==> src/rtl/alu_output_router.sv <==
// ALU result router: classifies each prioritised result into a 2-bit response
// and queues {resp, data} in a per-requester FIFO that is held until acknowledged.
module alu_output_router #(
    parameter int NUM_PORTS  = 4,
    parameter int DATA_W     = 32,
    parameter int DEPTH      = 4,
    parameter int ERR_ON_OVF = 0,
    localparam int IDW       = $clog2(NUM_PORTS)
) (
    input  logic                        c_clk,
    input  logic                        reset,
    input  logic                        prio_alu_out_vld,
    input  logic [0:IDW-1]              prio_alu_out_req_id,
    input  logic [0:2*DATA_W-1]         alu_result,
    input  logic                        alu_overflow,
    input  logic                        local_error_found,
    input  logic [0:NUM_PORTS-1]        out_ack,
    output logic [0:2*NUM_PORTS-1]      out_resp,
    output logic [0:NUM_PORTS*DATA_W-1] out_data,
    output logic [0:NUM_PORTS-1]        port_full,
    output logic                        drop_pulse
);

    localparam int AW = $clog2(DEPTH);
    localparam int CW = AW + 1;
    localparam int EW = DATA_W + 2;

    typedef logic [EW-1:0] entry_t;

    entry_t               mem      [NUM_PORTS][DEPTH];
    logic [AW-1:0]        rd_ptr   [NUM_PORTS];
    logic [AW-1:0]        wr_ptr   [NUM_PORTS];
    logic [CW-1:0]        cnt      [NUM_PORTS];
    logic [CW-1:0]        cnt_next [NUM_PORTS];
    logic [NUM_PORTS-1:0] push;
    logic [NUM_PORTS-1:0] pop;
    logic [NUM_PORTS-1:0] accept;
    logic [1:0]           resp_cls;
    entry_t               push_entry;
    entry_t               head;
    logic                 drop_next;
    logic                 unused_result_bits;

    // Only the error flag and the data half of alu_result carry meaning.
    assign unused_result_bits = ^alu_result[0:DATA_W-2];

    always_comb begin
        resp_cls   = (local_error_found &&
                      (alu_result[DATA_W-1] || ((ERR_ON_OVF != 0) && alu_overflow)))
                     ? 2'b10 : 2'b01;
        push_entry = {resp_cls, alu_result[DATA_W +: DATA_W]};
        push       = '0;
        pop        = '0;
        accept     = '0;
        cnt_next   = cnt;
        drop_next  = 1'b0;
        for (int unsigned p = 0; p < NUM_PORTS; p++) begin
            push[p]   = prio_alu_out_vld && (prio_alu_out_req_id == IDW'(p));
            pop[p]    = out_ack[p] && (cnt[p] != '0);
            // A full port still accepts when its head leaves on the same edge.
            accept[p] = push[p] && ((cnt[p] != CW'(DEPTH)) || pop[p]);
            if (push[p] && !accept[p]) begin
                drop_next = 1'b1;
            end
            cnt_next[p] = cnt[p] + CW'(accept[p]) - CW'(pop[p]);
        end
    end

    always_ff @(posedge c_clk or negedge reset) begin
        if (!reset) begin
            for (int unsigned p = 0; p < NUM_PORTS; p++) begin
                rd_ptr[p] <= '0;
                wr_ptr[p] <= '0;
                cnt[p]    <= '0;
                for (int unsigned d = 0; d < DEPTH; d++) begin
                    mem[p][d] <= '0;
                end
            end
            port_full  <= '0;
            drop_pulse <= 1'b0;
        end else begin
            for (int unsigned p = 0; p < NUM_PORTS; p++) begin
                if (pop[p]) begin
                    rd_ptr[p] <= rd_ptr[p] + AW'(1);
                end
                if (accept[p]) begin
                    mem[p][wr_ptr[p]] <= push_entry;
                    wr_ptr[p]         <= wr_ptr[p] + AW'(1);
                end
                cnt[p]       <= cnt_next[p];
                port_full[p] <= (cnt_next[p] == CW'(DEPTH));
            end
            drop_pulse <= drop_next;
        end
    end

    always_comb begin
        out_resp = '0;
        out_data = '0;
        head     = '0;
        for (int unsigned p = 0; p < NUM_PORTS; p++) begin
            if (cnt[p] != '0) begin
                head                          = mem[p][rd_ptr[p]];
                out_resp[2*p +: 2]            = head[EW-1 -: 2];
                out_data[p*DATA_W +: DATA_W]  = head[DATA_W-1:0];
            end
        end
    end

endmodule

==> config.mk <==
export PLATFORM = sky130hd
export DESIGN_NAME = alu_output_router
export DESIGN_NICKNAME = d
export VERILOG_FILES = /design/src/rtl/alu_output_router.sv
export SDC_FILE = /design/constraint.sdc
export NUM_CORES = 1
export LEC_CHECK = 0
export ABC_AREA = 1
export BUFFER_PORTS_ARGS = -buffer_cell sky130_fd_sc_hd__buf_2
export CORE_MARGIN = 5
export CORE_UTILIZATION = 35
export DETAILED_ROUTE_END_ITERATION = 6
export PLACE_DENSITY = 0.56
export SLEW_MARGIN = 20
export SYNTH_ARGS = -nofsm -noshare
export SYNTH_HDL_FRONTEND = slang
export SYNTH_SLANG_ARGS = --single-unit
==> constraint.sdc <==
create_clock -name c_clk -period 3.3 [get_ports c_clk]
set_clock_uncertainty 0.1 [all_clocks]
set_input_delay 0.66 -clock c_clk [delete_from_list [all_inputs] [get_ports c_clk]]
set_output_delay 0.66 -clock c_clk [all_outputs]
set_load 0.02 [all_outputs]
==> flow_metrics.py <==
metrics = {
    "run_status": {
        "outcome": "completed",
    },
    "worst_setup_path": {
        "end_kind": "output pin",
        "rrSetupSlack_ns": 0.74,
        "rr_worst_depth": 10,
        "critPathRequiredTime_ns": 2.54,
        "r2r_end": "port_full[0]",
        "crit_type": "reg -> out",
        "cp_max_fo": 32,
        "cp.arrival_ns": 2.45,
        "reg2reg_from": "cnt[10]",
        "worstSetupStartpointType": "flop",
    },
    "floorplan": {
        "io_pins": 216,
        "fp.dieArea_um2": 89700,
        "die_y_um": 299,
        "die_x_um": 299,
        "core-area_um2": 83400,
        "start_util_pct": 35.1,
        "row_count": 106,
    },
    "cts": {
        "clock_path_buffers": 3,
        "clkLatencyLatePin_ns": 0.60,
        "cts_buffers": 69,
        "postCtsSetupRepairBufs": 0,
        "cts_tree": "built",
        "root_buffer": "clkbuf_16",
        "path_clk_slew_ns": 0.06,
        "clock-sinks": 577,
        "cts_max_level": 3,
    },
    "grt": {
        "grt_pass1_wl_um": 160000,
        "antenna_found_initial": 12,
        "use_met2_pct": 34.4,
        "grtUsageMet3_pct": 3.83,
        "use_met1_pct": 32.6,
        "grt.busiest_layer": "met2",
        "overflow": 0,
        "grt_pass1_vias": 25500,
        "grt_usage_pct": 22.5,
        "grt_max_degree": 144,
    },
    "worst_hold_path": {
        "min_path_type": "in -> async",
    },
    "synthesis": {
        "synth_cells": 3895,
        "synth_cell_types": 24,
        "ys_warn_count": 0,
        "syn_area_per_cell_um2": 7.53,
        "syn_nets": 3998,
        "synth-seq-cells": 577,
        "synth_area_um2": 29300,
        "seq_area_frac_synth_pct": 49.2,
    },
    "detailed_routing": {
        "drc": 0,
        "vias": 26900,
        "drt_iter0_drc": 2480,
        "viasPerCell": 5.38,
        "first_pass_iters": 6,
        "wl_per_cell_um": 20.8,
        "drtAntennaViolNets": 0,
        "drt-total-wl_um": 104000,
    },
    "sta": {
        "setup_viol": 0,
        "max_freq_ghz": 0.311,
        "grt_setup_unrepaired": "false",
        "drv_slew": 0,
        "fin_tns_setup_ns": 0,
        "fin_hold_ws_ns": 0.00202,
        "setup_ws_ns": 0.0894,
        "final.period_utilization_pct": 97.3,
        "fin_crit_ns": 3.21,
        "tightest_slew_ns": 0.981,
        "slew-limit-headroom_pct": 34.6,
        "hold_violations": 0,
    },
    "pwr": {
        "total_power_mw": 36.3,
        "power_density_nw_per_um2": 1090,
        "power.leakage_nw": 17.4,
        "vdd_drop_max_mv": 0.426,
    },
    "layout": {
        "drive_above_1_share_pct": 11.2,
        "final_nets": 3975,
        "area_delta_synth_final_pct": 13.6,
    },
    "placed_design": {
        "dp_hpwl_um": 59500,
        "place_congestion": 0.797,
        "dpl_worst_slack_ns": 0.233,
        "numPortBuffers": 183,
    },
    "flow_run": {
        "cap_violations": 0,
    },
}
kinds of logic after synthesis:
logic type,count (synthesis),share of synthesized area [%]
buffers and inverters,447,6.55
AOI/OAI and AO/OA,279,4.76
and+or+nand+nor,2558,38.0
adders and majority gates,28,1.30
xor gates and xnor gates,6,0.179
DFF,577,49.2
state kept, by name, summed over array words and instances (netlist names):
name and flops:
mem 544, drop_pulse 1, port_full 4, cnt 12, rd_ptr 8, wr_ptr 8
worst max-delay path: stages (launching register included):
cell     delay, ns
dfrtp_4       0.61
inv_4         0.23
buf_6         0.30
nand2_1       0.08
nand2_1       0.06
nand2_1       0.04
a21oi_1       0.27
buf_2         0.23
how the worst max path moves through the flow:
stage	from	to	depth (start not counted)
2_1_floorplan	prio_alu_out_req_id[0]	port_full[1]	11
3_3_place_gp	prio_alu_out_req_id[1]	port_full[3]	10
3_5_place_dp	prio_alu_out_req_id[1]	port_full[3]	10
4_1_cts	rd_ptr[0]	out_data[100]	6
5_1_grt	rd_ptr[6]	out_data[23]	7
6_report	rd_ptr[6]	out_data[23]	7
where the power goes:
part | internal [mW] | total, mW | switching, mW
Combinational | 5.11 | 16.8 | 11.7
Sequential | 10.4 | 12.2 | 1.78
Clock | 4.28 | 7.32 | 3.03
Total | 19.8 | 36.3 | 16.5
what timing repair did:
action	CTS	global route
endpoints found under the setup margin	51	4
hold buffers	0	0
resized for setup	9	5
synthesized netlist by cell type (all sizes together):
cell type  instances  share of area (%)
clkbuf           235                3.0
or2                4              0.085
nand4            544                 12
dfrtp            577                 49
nand3b             2              0.051
xor2               6               0.18
ha                24                1.0
fa                 4               0.27
inv               37               0.47
nand3             31               0.80
clkinv            12               0.15
nand2           1688                 22
o21ai            140                2.4
nor2             289                3.8
a21oi            139                2.4
buf              163                2.9
metrics by stage:
stage | instances | utilization [%] | cell area, µm²
after floorplan | 3895 | - | 29300
after global placement | 4881 | 37.4 | 31200
after detailed placement | 4881 | 37.4 | 31200
after CTS | 4995 | 39.9 | 33300
after global routing | 4995 | 39.9 | 33300
final | 4996 | 39.9 | 33300
routing by layer:
layer	part of all wire (%)	vias up
met5	0.052	-
met4	3.4	10
met3	6.8	167
met2	45	886
met1	45	13100
li1	-	12700
final cells by class:
class	count	area [µm²]
antenna	1	2.50
multi-input combinational	2871	13000
clock buffer	108	2040
inverter	49	200
tap	1080	1350
sequential	577	14400
timing repair buffer	304	2210
clock inverter	6	62.6
fill	8621	50100
cells in the final DEF (no fill, tap or decap), types with 15 or more instances in the layout:
cell type / instances
buf_2: 182
dfrtp_1: 573
nand2_1: 1684
nand3_2: 16
ha_1: 24
a21oi_1: 136
nor2_1: 287
clkbuf_16: 71
o21ai_0: 140
nand4_1: 544
inv_1: 34
nand3_1: 15
buf_12: 29
clkbuf_1: 25
buf_4: 90
(Power assumes the default switching activity.)
